==> config.mk <==
export PLATFORM = sky130hd
export DESIGN_NAME = fifo_read_ctrl
export DESIGN_NICKNAME = d
export VERILOG_FILES = /design/src/rtl/fifo_pkg.sv /design/src/rtl/sync_2ff.sv /design/src/rtl/fifo_read_ctrl.sv
export SDC_FILE = /design/constraint.sdc
export NUM_CORES = 1
export LEC_CHECK = 0
export BUFFER_PORTS_ARGS = -buffer_cell sky130_fd_sc_hd__buf_4
export CORE_UTILIZATION = 51
export DETAILED_ROUTE_END_ITERATION = 16
export GPL_TIMING_DRIVEN = 0
export PLACE_DENSITY = 0.78
export SYNTH_ARGS = -nofsm -noshare
export SYNTH_HDL_FRONTEND = slang
export SYNTH_HIERARCHICAL = 1
export SYNTH_SLANG_ARGS = --single-unit
export TNS_END_PERCENT = 5
==> constraint.sdc <==
create_clock -name rd_clk -period 4 [get_ports rd_clk]
set_clock_uncertainty 0.05 [all_clocks]
set_input_delay 0.4 -clock rd_clk [delete_from_list [all_inputs] [get_ports rd_clk]]
set_output_delay 0.4 -clock rd_clk [all_outputs]
set_load 0.01 [all_outputs]
==> src/rtl/fifo_pkg.sv <==
// Shared pointer helpers for both sides of the asynchronous FIFO.
// The functions work on a fixed 32-bit container. Callers zero-extend
// their pointer into it and truncate the result back to pointer width.
package fifo_pkg;

    localparam int GRAY_W = 32;

    // Binary to reflected Gray code.
    function automatic logic [GRAY_W-1:0] bin2gray(input logic [GRAY_W-1:0] b);
        return b ^ (b >> 1);
    endfunction

    // Gray to binary. Each binary bit is the XOR of all Gray bits at or above it.
    // Zero-extension does not change the result, so one width serves all pointers.
    function automatic logic [GRAY_W-1:0] gray2bin(input logic [GRAY_W-1:0] g);
        logic [GRAY_W-1:0] b;
        b = '0;
        for (int i = 0; i < GRAY_W; i++) begin
            b[i] = ^(g >> i);
        end
        return b;
    endfunction

endpackage

==> src/rtl/sync_2ff.sv <==
// Two-flop synchronizer for a Gray-coded pointer that crosses clock domains.
// The write side uses this same block for the read pointer.
module sync_2ff #(
    parameter int WIDTH = 5
) (
    input  logic             rd_clk,
    input  logic             rd_rst_n,
    input  logic [WIDTH-1:0] d,
    output logic [WIDTH-1:0] q
);

    logic [WIDTH-1:0] stage1_q;
    logic [WIDTH-1:0] stage2_q;

    // The first stage may go metastable. Only the second stage is used downstream.
    always_ff @(posedge rd_clk) begin
        if (!rd_rst_n) begin
            stage1_q <= '0;
            stage2_q <= '0;
        end else begin
            stage1_q <= d;
            stage2_q <= stage1_q;
        end
    end

    assign q = stage2_q;

endmodule

==> src/rtl/fifo_read_ctrl.sv <==
// Read-domain controller for the asynchronous FIFO. It owns the read pointer
// and computes empty, almost-empty and fill level from the synchronized write
// pointer. It feeds a first-word-fall-through valid/ready output register.
module fifo_read_ctrl
    import fifo_pkg::*;
#(
    parameter int DATASIZE      = 8,
    parameter int ADDRSIZE      = 4,
    parameter int AEMPTY_THRESH = 2
) (
    input  logic                rd_clk,
    input  logic                rd_rst_n,
    input  logic [ADDRSIZE:0]   wptr_gray,
    input  logic [DATASIZE-1:0] mem_rdata,
    output logic [ADDRSIZE-1:0] rd_addr,
    output logic [ADDRSIZE:0]   rptr_gray,
    output logic                rd_empty,
    output logic                rd_almost_empty,
    output logic [ADDRSIZE:0]   rd_level,
    output logic [DATASIZE-1:0] rdata,
    output logic                rvalid,
    input  logic                rready
);

    localparam int PTRW = ADDRSIZE + 1;

    logic [PTRW-1:0]     rbin_q,     rbin_d;
    logic [PTRW-1:0]     rptrGray_q, rptrGray_d;
    logic [PTRW-1:0]     level_q,    level_d;
    logic                empty_q,    empty_d;
    logic                aempty_q,   aempty_d;
    logic                rvalid_q,   rvalid_d;
    logic [DATASIZE-1:0] rdata_q,    rdata_d;
    logic [PTRW-1:0]     wq2;
    logic [PTRW-1:0]     wbinSync;
    logic                pop;

    sync_2ff #(
        .WIDTH (PTRW)
    ) uWptrSync (
        .rd_clk   (rd_clk),
        .rd_rst_n (rd_rst_n),
        .d        (wptr_gray),
        .q        (wq2)
    );

    // A word leaves memory when one is available and the output register is free
    // or is being drained this cycle. This allows one word per cycle when streaming.
    // Flags are computed from the post-pop pointer. The level therefore never
    // counts the word that now sits in the output register.
    always_comb begin
        pop        = !empty_q && (!rvalid_q || rready);
        rbin_d     = rbin_q + PTRW'(pop);
        rptrGray_d = PTRW'(bin2gray(GRAY_W'(rbin_d)));
        wbinSync   = PTRW'(gray2bin(GRAY_W'(wq2)));
        level_d    = wbinSync - rbin_d;
        empty_d    = (rptrGray_d == wq2);
        aempty_d   = (int'(level_d) <= AEMPTY_THRESH);
        rdata_d    = rdata_q;
        rvalid_d   = rvalid_q;
        if (pop) begin
            rdata_d  = mem_rdata;
            rvalid_d = 1'b1;
        end else if (rvalid_q && rready) begin
            rvalid_d = 1'b0;
        end
    end

    // Register all read-side state. Reset leaves the FIFO looking empty.
    always_ff @(posedge rd_clk) begin
        if (!rd_rst_n) begin
            rbin_q     <= '0;
            rptrGray_q <= '0;
            level_q    <= '0;
            empty_q    <= 1'b1;
            aempty_q   <= 1'b1;
            rvalid_q   <= 1'b0;
            rdata_q    <= '0;
        end else begin
            rbin_q     <= rbin_d;
            rptrGray_q <= rptrGray_d;
            level_q    <= level_d;
            empty_q    <= empty_d;
            aempty_q   <= aempty_d;
            rvalid_q   <= rvalid_d;
            rdata_q    <= rdata_d;
        end
    end

    assign rd_addr         = rbin_q[ADDRSIZE-1:0];
    assign rptr_gray       = rptrGray_q;
    assign rd_empty        = empty_q;
    assign rd_almost_empty = aempty_q;
    assign rd_level        = level_q;
    assign rdata           = rdata_q;
    assign rvalid          = rvalid_q;

endmodule

==> metrics.csv, run 1 <==
stage;metric;value;unit
sta;Max Freq;0.2899;GHz
synth;Cells after Synth;143;
finish;P&R area growth vs syn;26.31;%
clock_tree;htree depth;2;
synth;yosys warns;6;
placed_design;Final HPWL DP;1.992;mm
power;clock share of power;20.2;%
clock_tree;CTS tree;built;
flow_run;max-cap violations;0;
synth;Post-Syn Nets;164;
global_routing;first-pass GRT wire length;4.554;mm
power;P_int;651.0;µW
global_routing;vias in the first global route;1083;
worst_setup_path;worst setup path startpoint;rvalid;
synth;multiplexer share of the synthesized area;5.995;%
power;combinational power share;34.4;%
routing;Total Routed Length;2.556;mm
synth;synthesized area;1503;µm²
die;die width;56.28;µm
die;FP Rows;19;
synth;sequential fraction of the synthesis area;46.63;%
finish;Antenna diodes;0;
finish;Finished Layout Cells;221;
synth;combinational family with the most area after synthesis;simple AND/OR/NAND/NOR gates;
synth;XOR/XNOR Fraction of Synth Area;11.49;%
worst_setup_path;R2R setup slack;0.55;ns
power;pwr dens;489.1;nW/µm²
placed_design;Final Wtd Congestion;0.8148;
worst_setup_path;Crit Path Max Fanout;9;
clock_tree;setup bufs post-CTS;0;
worst_setup_path;FF-to-FF path depth;12;
routing;via count;1111;
routing;post-route ant nets;0;
worst_setup_path;CP Cell Sequence;nand2b_1 > nor2b_1 > clkbuf_1 > ha_1 > ha_1 > xor2_1 > inv_1 > ha_1 > nor3b_2 > o31a_1 > a32o_2 > a211oi_2;
routing;Iter 0 DRT Violations;23;
sta;unrepaired setup endpoints after global routing;false;
die;Die H;56.28;µm
worst_setup_path;CP Launch Type;register;
placed_design;Post-Place Cells;214;
worst_setup_path;Worst path max stage delay;0.48;ns
power;Reg power frac;45.3;%
die;Die Footprint;3167;µm²
routing;WL per Instance;11.57;µm
sta;crit share post-route;86.25;%
sta;sum of negative setup slack;0;ns
synth;post-synthesis compound-gate area fraction;8.326;%
clock_tree;post_cts resized;0;
worst_setup_path;type of the worst setup path;register to register;
routing;first-pass iteration count of the detailed router;4;
outcome;outcome;finished, final reports clean;
worst_setup_path;Critical Path Sink;rd_almost_empty;
global_routing;largest net degree at the start of global routing;12;
placed_design;PortBufs;40;
power;switching share of total power;29.88;%
sta;fin. max-slew vios;0;
die;IO Count;41;
sta;final hold vios;0;
sta;relative slew slack;59.53;%
power;peak supply drop;0.4948;mV
worst_setup_path;slowest stage cell, crit path;clkbuf_1;
worst_setup_path;r2r endpoint;rd_almost_empty;
synth;Yosys reg bits;35;
sta;Setup Viol. Count Final;0;
routing;# DRC;0;
global_routing;Total GRT Usage;18.98;%
clock_tree;deepest clock path buffer count;2;
sta;Least-Margin Pin Slew;0.6070;ns
finish;final core utilization;68.24;%
global_routing;initial antenna violation count;0;
die;core area;2781;µm²
synth;unique cell type count in the Yosys netlist;34;
worst_setup_path;CP most frequent cell;ha_1;
clock_tree;TritonCTS Buffers;5;
worst_setup_path;Critical R2R Launch;rvalid;
power;net switching power of the design;277.4;µW
clock_tree;worst skew pair latency;0.33;ns
synth;syn_area_per_cell;10.51;µm²
global_routing;remaining global-route overflow;0;
clock_tree;CTS root buffer;clkbuf_4;
worst_setup_path;CP endpoint kind;register;
die;Initial Utilization;54.03;%
sta;Final Critical Period;3.450;ns
worst_setup_path;WP data arrival;3.66;ns
clock_tree;Worst-path clk slew;0.10;ns
clock_tree;CTS Hold Bufs;0;
finish;share of cells above drive strength 1;29.47;%
power;LEAKAGE;0.0008648;µW
synth;adder-cell share of the synthesized area;4.163;%
min_path;Hold/Removal Path Class;input pin to register;
finish;nets;211;
synth;Synth Area in Simple Gates;20.82;%
worst_setup_path;WP data required;4.21;ns
routing;via/cell ratio;5.027;
clock_tree;clock sink count;35;
-- worst max-delay path, delay by kind of cell, from the launching register on --
kind,cells,cell delay [ns]
AOI/OAI and AO/OA,3,0.71
xor gates and xnor gates,1,0.40
adders and majority gates,3,0.85
buffers and inverters,2,0.64
DFF,1,0.32
and+or+nand+nor,3,0.40
-- synth_stat cells --
cell      count  area, µm²
ha_1          5      62.56
xnor2_2       2      32.53
o311a_1       1      10.01
o211ai_1      1      7.510
o31a_1        1      8.760
clkbuf_1      5      18.77
a21o_1        1      7.510
mux2i_1       9      90.09
a21boi_0      1      7.510
and2_1       21      131.4
nand2_1       4      15.01
o22ai_1       1      6.260
nand2b_1      1      6.260
nor2b_1      13      81.33
dfxtp_1      35      700.7
nand3_1       3      15.01
clkbuf_2      1      5.000
o31ai_1       2      15.01
a311oi_2      1      15.01
a211oi_2      1      12.51
and2b_2       1      8.760
a32o_2        1      11.26
nor3b_1       1      7.510
xor2_1        9      78.83
xnor2_1       7      61.31
nor4_1        1      6.260
nor2_1        4      15.01
nor3_1        1      5.000
inv_1         4      15.01
nor2b_2       1      8.760
o21a_1        1      7.510
o21bai_1      1      7.510
a22o_1        1      8.760
nor3b_2       1      12.51
-- area by class of cell --
type                       instances  area [µm²]
clock inverter                     1       5.005
inverter                           4       15.01
tap                               31       38.79
multi-input combinational         98       763.2
buffer                             6       23.77
sequential                        35       700.7
clock buffer                       6       51.30
timing repair buffer              40       300.3
fill                             223       883.3
-- flip-flops by register name (all words and copies together) (netlist names) --
signal and flops:
rdata 8, rd_level 5, rptr_gray 5, uWptrSync/q 5, uWptrSync/stage1_q 5, rbin_q 4, rd_almost_empty 1, rd_empty 1
rvalid 1
-- power groups by stage --
stage | clock network (µW) | registers (µW) | logic, µW
finish | 188 | 421 | 320
global placement | 0 | 428 | 315
global route | 209 | 427 | 355
CTS | 196 | 422 | 323
detailed placement | 0 | 430 | 323
floorplan | 0 | 452 | 183
-- per-stage QoR --
stage                     hold WS (ns)  total power, µW  worst slack, ns  cell area, µm²
after floorplan                 0.3618            635.6           0.7670            1503
after global placement          0.3649            742.4           0.4051            1842
after detailed placement        0.3729            752.6           0.3375            1842
after CTS                       0.2063            941.3           0.5142            1898
after global routing            0.1977            990.6           0.2667            1898
final                           0.2227            928.4           0.5502            1898
-- layer usage --
layer / track usage [%] / wire length, µm / vias to the layer above
li1: - / - / 567
met1: 20.62 / 1046 / 502
met2: 31.63 / 1296 / 32
met3: 8.065 / 135 / 10
met4: 9.408 / 78 / 0
met5: 0 / 0 / -
-- how the worst min path moves through the flow --
stage                                      from                    end  slack (ns)  cells past startpoint
after floorplan           uWptrSync/stage1_q[0]         uWptrSync/q[0]        0.36                      1
after CTS                          wptr_gray[2]  uWptrSync/stage1_q[2]        0.21                      2
after global routing               wptr_gray[1]  uWptrSync/stage1_q[1]        0.20                      2
after global placement    uWptrSync/stage1_q[2]         uWptrSync/q[2]        0.36                      1
after detailed placement  uWptrSync/stage1_q[2]         uWptrSync/q[2]        0.37                      1
final                              wptr_gray[1]  uWptrSync/stage1_q[1]        0.22                      2
-- placed cells by master (no fill, tap or decap), drive strengths merged, types with 2 or more instances in the layout --
master,count
nand2,4
nor2b,14
mux2i,9
ha,5
inv,4
nor3b,2
xnor2,9
nand3,3
nor2,4
o31ai,2
buf,40
and2,21
dfxtp,35
clkbuf,12
xor2,9
-- cell families after synthesis --
kind of cell | after synthesis
DFF | 35
xor gates and xnor gates | 18
muxes | 9
and+or+nand+nor | 52
buffers and inverters | 10
adders and majority gates | 5
AOI/OAI and AO/OA | 14
No activity file was read; power rests on OpenSTA's default activity.
==> inputs of run 2 (changes only) <==
- CORE_UTILIZATION: 51 -> 29
- PLACE_DENSITY: 0.78 -> unset
- clock period: 4 -> 4.44 ns (I/O delays scaled with it)
==> run 2 against run 1 <==
Against the previous run:
- combinational power down 9.7%
- critical path depth unchanged
- cell area up 4.7%
- largest power group unchanged
- fmax down 1.4%
- power down 0.94%
- worst setup slack better by 0.39 ns
- register-to-register slack better by 0.39 ns
- critical path type unchanged
==> metrics.csv, run 2 (synthesis results as in run 1) <==
stage;metric;value;unit
worst_setup_path;Buf/Inv on CP;2;
clock_tree;deepest clock path buffer count;2;
worst_setup_path;CP top delay family;adder cells;
sta;WHS;0.3095;ns
finish;multi-input combinational cell area;763.2;µm²
routing;via/cell ratio;4.147;
sta;final hold vios;0;
routing;WL per Instance;10.57;µm
power;pwr dens;462.9;nW/µm²
finish;fill cell count;488;
sta;relative slew slack;58.54;%
sta;fin. max-slew vios;0;
power;LEAKAGE;0.0008822;µW
routing;# DRC;0;
finish;nets;211;
finish;max reg flops;8;
outcome;outcome;finished, final reports clean;
routing;post-route ant nets;0;
finish;final instance area;1987;µm²
worst_setup_path;slowest stage cell, crit path;clkbuf_1;
clock_tree;worst skew pair latency;0.28;ns
die;IO Count;41;
routing;Iter 0 DRT Violations;44;
power;peak supply drop;0.1231;mV
routing;first-pass iteration count of the detailed router;4;
routing;Total Routed Length;2.726;mm
worst_setup_path;R2R setup slack;0.94;ns
sta;Final Critical Period;3.499;ns
flow_run;max-cap violations;0;
placed_design;DP Area;1887;µm²
global_routing;largest net degree at the start of global routing;12;
global_routing;vias in the first global route;953;
finish;highest-count cells in the layout ignoring fill and taps;40 x buf_4, 35 x dfxtp_1, 21 x and2_1;
finish;share of cells above drive strength 1;29.32;%
sta;Least-Margin Pin Slew;0.6219;ns
global_routing;remaining global-route overflow;0;
die;core area;4848;µm²
die;Initial Utilization;30.99;%
sta;crit share post-route;78.80;%
die;die width;73.99;µm
worst_setup_path;WP data arrival;3.66;ns
finish;P&R area growth vs syn;32.22;%
die;Die H;73.99;µm
clock_tree;Worst-path clk slew;0.07;ns
sta;Setup Viol. Count Final;0;
global_routing;initial antenna violation count;0;
clock_tree;TritonCTS Buffers;5;
sta;sum of negative setup slack;0;ns
sta;unrepaired setup endpoints after global routing;false;
clock_tree;setup bufs post-CTS;0;
clock_tree;CTS tree;built;
worst_setup_path;WP data required;4.60;ns
routing;via count;1070;
placed_design;Final Wtd Congestion;0.8359;
global_routing;Total GRT Usage;11.03;%
clock_tree;CTS root buffer;clkbuf_8;
worst_setup_path;Crit Path Max Fanout;9;
clock_tree;CTS Hold Bufs;0;
placed_design;PortBufs;40;
worst_setup_path;type of the worst setup path;register to register;
sta;Max Freq;0.2858;GHz
worst_setup_path;CP most frequent cell;ha_1;
clock_tree;clock sink count;35;
clock_tree;post_cts resized;0;
finish;final core utilization;40.98;%
die;Die Footprint;5474;µm²
worst_setup_path;CP Launch Type;register;
worst_setup_path;CP endpoint kind;register;
global_routing;first-pass GRT wire length;4.395;mm
min_path;Hold/Removal Path Class;input pin to register;
worst_setup_path;CP Cell Sequence;nand2b_1 > nor2b_1 > clkbuf_1 > ha_1 > ha_1 > xor2_1 > inv_1 > ha_1 > nor3b_2 > o31a_1 > a32o_2 > a211oi_2;
finish;Antenna diodes;0;
finish;commonest non-fill, non-tap cell in the layout;buf_4;
die;FP Rows;25;
clock_tree;htree depth;2;
finish;FF/Latch Area;700.7;µm²
worst_setup_path;Worst path max stage delay;0.49;ns
==> run 2: cell count changes in the layout (fill, tap and decap cells not counted) <==
cell	before	now
clkbuf_8	1	7
clkbuf_1	5	6
clkbuf_4	5	0
clkinv_2	1	0
==> run 2: metal layers <==
layer / wire (µm) / GRT usage, % / vias up
met5: 0 / 0 / -
met2: 1216 / 15.56 / 23
met4: 89 / 7.906 / 0
met1: 1291 / 13.81 / 471
li1: - / - / 567
met3: 128 / 4.065 / 9
==> run 2: where the power goes <==
part           switching (µW)  internal [µW]
logic                     137            153
registers                17.7            361
clock network             110            142
==> run 2: stage by stage <==
step                      cells  total power, µW  setup slack (ns)
after floorplan             143            572.6             1.163
after global placement      250            679.1            0.6794
after detailed placement    250            680.2            0.6662
after CTS                   258            935.1            0.8839
after global routing        258            982.3            0.6374
final                       258            919.7            0.9412
==> run 2: cell type report <==
cell class,count,area share (%)
multi-input combinational,98,38.41
sequential,35,35.26
timing repair buffer,40,15.11
clock buffer,8,5.038
tap,67,4.219
buffer,6,1.196
inverter,4,0.7557
==> run 2: worst reg2reg max path, stage by stage, from the launching register on <==
cell and delay [ns]:
dfxtp_1 0.31, nand2b_1 0.08, nor2b_1 0.12, clkbuf_1 0.49
ha_1 0.30, ha_1 0.19, xor2_1 0.41, inv_1 0.17
ha_1 0.39, nor3b_2 0.20, o31a_1 0.30, a32o_2 0.23
a211oi_2 0.18
==> run 2: worst paths after layout <==
| check | from | to | cells past startpoint |
|---|---|---|---|
| min reg2reg | uWptrSync/stage1_q[3] | uWptrSync/q[3] | 1 |
| min | wptr_gray[3] | uWptrSync/stage1_q[3] | 2 |
| max reg2reg | rvalid | rd_almost_empty | 12 |
| max | rvalid | rd_almost_empty | 12 |
==> inputs of run 3 (changes only) <==
- ABC_AREA: unset -> 1
- clock period: 4.44 -> 3.4 ns (I/O delays scaled with it)
==> run 3 against run 2 <==
Against the previous run:
- via count grew 14%
- register-to-register slack got worse by 0.42 ns
- wire length down 1.6%
- sequential cell count unchanged
- fmax grew 22%
- cell count rose by 17%
- critical path depth is 2 higher
- sequential share of layout area is 0.40 points lower
- global-route usage rose by 0.24 points
- cell area grew 1.1%
- worst hold slack got worse by 0.13 ns
- non-clock buffer count decreased by 3
==> metrics.csv, run 3 <==
stage;metric;value;unit
placed_design;Final Wtd Congestion;0.7965;
finish;P&R area growth vs syn;34.62;%
clock_tree;CTS Hold Bufs;0;
clock_tree;deepest clock path buffer count;2;
finish;FF/Latch Area;700.7;µm²
synth;Area contributors post-synth;dfxtp_1 47%, nand2_1 8.8%, inv_1 7.5%, nor2_1 6.8%, xor2_1 4.7%;
sta;Setup WS post-layout;0.5233;ns
power;pwr dens;760.9;nW/µm²
die;Die Footprint;5438;µm²
global_routing;first-pass GRT wire length;4.692;mm
routing;post-route ant nets;0;
sta;Least-Margin Pin Slew;0.7193;ns
routing;via count;1218;
routing;Total Routed Length;2.682;mm
sta;sum of negative setup slack;0;ns
clock_tree;TritonCTS Buffers;5;
worst_setup_path;CP top delay family;adder cells;
worst_setup_path;Crit Path Max Fanout;10;
sta;Setup Viol. Count Final;0;
placed_design;Final HPWL DP;2.081;mm
global_routing;largest net degree at the start of global routing;12;
worst_setup_path;CP Launch Type;register;
synth;leading area contributor after synthesis;dfxtp_1;
synth;Yosys reg bits;35;
worst_setup_path;slowest stage cell, crit path;a21oi_1;
routing;first-pass iteration count of the detailed router;4;
synth;Post-synth EDFFs;0;
finish;final core utilization;41.45;%
die;Die H;73.75;µm
sta;crit share post-route;84.61;%
finish;nets;255;
finish;max reg flops;8;
clock_tree;Worst-path clk slew;0.07;ns
clock_tree;post_cts resized;0;
finish;highest-count cells in the layout ignoring fill and taps;40 x buf_4, 35 x nand2_1, 35 x dfxtp_1;
synth;asr flop ratio synth;0;%
routing;via/cell ratio;4.033;
routing;Iter 0 DRT Violations;40;
global_routing;Total GRT Usage;11.27;%
global_routing;remaining global-route overflow;0;
worst_setup_path;critical path depth;14;
worst_setup_path;CP Cell Sequence;a21oi_1 > ha_1 > ha_1 > inv_1 > nand3_2 > nand2_1 > inv_1 > ha_1 > inv_1 > nand2_1 > nand2_1 > nand3_1 > a21oi_2 > nor2_1;
worst_setup_path;Buf/Inv on CP;3;
clock_tree;CTS root buffer;clkbuf_8;
clock_tree;htree depth;2;
placed_design;PortBufs;40;
finish;fill cell count;518;
power;peak supply drop;0.4023;mV
synth;syn_area_per_cell;7.982;µm²
clock_tree;setup bufs post-CTS;0;
worst_setup_path;Worst path max stage delay;0.59;ns
sta;Max Freq;0.3476;GHz
finish;Finished Layout Cells;302;
finish;Antenna diodes;0;
finish;commonest non-fill, non-tap cell in the layout;buf_4;
global_routing;vias in the first global route;1126;
synth;Cells after Synth;187;
worst_setup_path;WP data arrival;3.01;ns
clock_tree;CTS tree;built;
global_routing;initial antenna violation count;0;
synth;ys flop type;dfxtp_1;
routing;WL per Instance;8.881;µm
worst_setup_path;FF-to-FF path depth;14;
clock_tree;worst skew pair latency;0.28;ns
routing;# DRC;0;
finish;multi-input combinational cell area;648.1;µm²
die;core area;4848;µm²
sta;unrepaired setup endpoints after global routing;false;
die;Initial Utilization;30.79;%
synth;Post-Syn Nets;208;
sta;relative slew slack;52.05;%
synth;sequential fraction of the synthesis area;46.94;%
synth;top cells by instance count after synthesis;35 x dfxtp_1, 35 x nand2_1, 30 x inv_1, 27 x nor2_1;
synth;unique cell type count in the Yosys netlist;25;
outcome;outcome;finished, final reports clean;
worst_setup_path;CP endpoint kind;register;
synth;Synth top area share;46.94;%
sta;fin. max-slew vios;0;
sta;Final Critical Period;2.877;ns
worst_setup_path;type of the worst setup path;register to register;
clock_tree;clock sink count;35;
min_path;Hold/Removal Path Class;input pin to register;
worst_setup_path;R2R setup slack;0.52;ns
die;FP Rows;25;
finish;share of cells above drive strength 1;28.51;%
sta;final hold vios;0;
power;LEAKAGE;0.001057;µW
die;IO Count;41;
power;total power;1529;µW
synth;yosys warns;6;
placed_design;pre-CTS setup slack;0.4222;ns
worst_setup_path;WP data required;3.53;ns
min_path;hold path cells;3;
placed_design;Post-Place Cells;294;
synth;synthesized area;1493;µm²
die;die width;73.75;µm
flow_run;max-cap violations;0;
==> run 3: changes by cell type after synthesis, sizes merged, moves of 2 or more <==
cell | before | now
nand2 | 4 | 41
inv | 4 | 33
nor2 | 4 | 30
and2 | 21 | 0
nor2b | 14 | 0
mux2i | 9 | 0
o21ai | 0 | 8
nand3 | 3 | 9
clkbuf | 6 | 1
xnor2 | 9 | 4
a21oi | 0 | 4
nand4 | 0 | 3
buf | 0 | 2
o31ai | 2 | 0
==> run 3: power by group <==
group          switching, µW  internal (µW)  total, µW  leakage, µW
registers               40.6            503        543     0.000289
logic                    295            254        549     0.000703
clock network            144            293        437    0.0000654
==> run 3: per-layer routing <==
layer  wire length (µm)  GRT usage (%)  vias to the layer above  part of all wire, %
met3                145          3.841                        6                  5.4
met2               1210          17.64                       31                   45
met4                 39          5.128                        0                  1.5
met5                  0              0                        -                    0
met1               1287          13.93                      526                   48
li1                   -              -                      655                    -
==> run 3: kinds of logic after synthesis <==
kind of cell | after synthesis | synth area share (%)
simple gates | 85 | 25.82
buf+inv | 36 | 9.639
flops | 35 | 46.94
compound gates | 13 | 4.778
xor+xnor | 13 | 8.635
fa+ha+maj | 5 | 4.191
==> run 3: final cells by class <==
class	count	area share (%)
clock buffer	6	3.611
sequential	35	34.87
multi-input combinational	116	32.25
timing repair buffer	40	14.94
tap	67	4.172
inverter	33	6.164
buffer	3	0.9963
clock inverter	2	2.989
==> run 3: worst register-to-register path, stage by stage (launching register included) <==
cell	delay, ns
dfxtp_1	0.32
a21oi_1	0.59
ha_1	0.40
ha_1	0.35
inv_1	0.12
nand3_2	0.11
nand2_1	0.08
inv_1	0.04
ha_1	0.18
inv_1	0.06
nand2_1	0.07
nand2_1	0.09
nand3_1	0.08
a21oi_2	0.17
nor2_1	0.06
==> run 3: through the flow <==
step	instance area [µm²]	hold WS (ns)
2_1_floorplan	1493	0.3405
3_3_place_gp	1877	0.3456
3_5_place_dp	1877	0.3469
4_1_cts	2009	0.1743
5_1_grt	2009	0.1847
6_report	2009	0.1813
==> run 3: worst paths after layout <==
check,startpoint,end
max,rvalid,rd_almost_empty
min,wptr_gray[3],uWptrSync/stage1_q[3]
max reg2reg,rvalid,rd_almost_empty
min reg2reg,uWptrSync/stage1_q[1],uWptrSync/q[1]
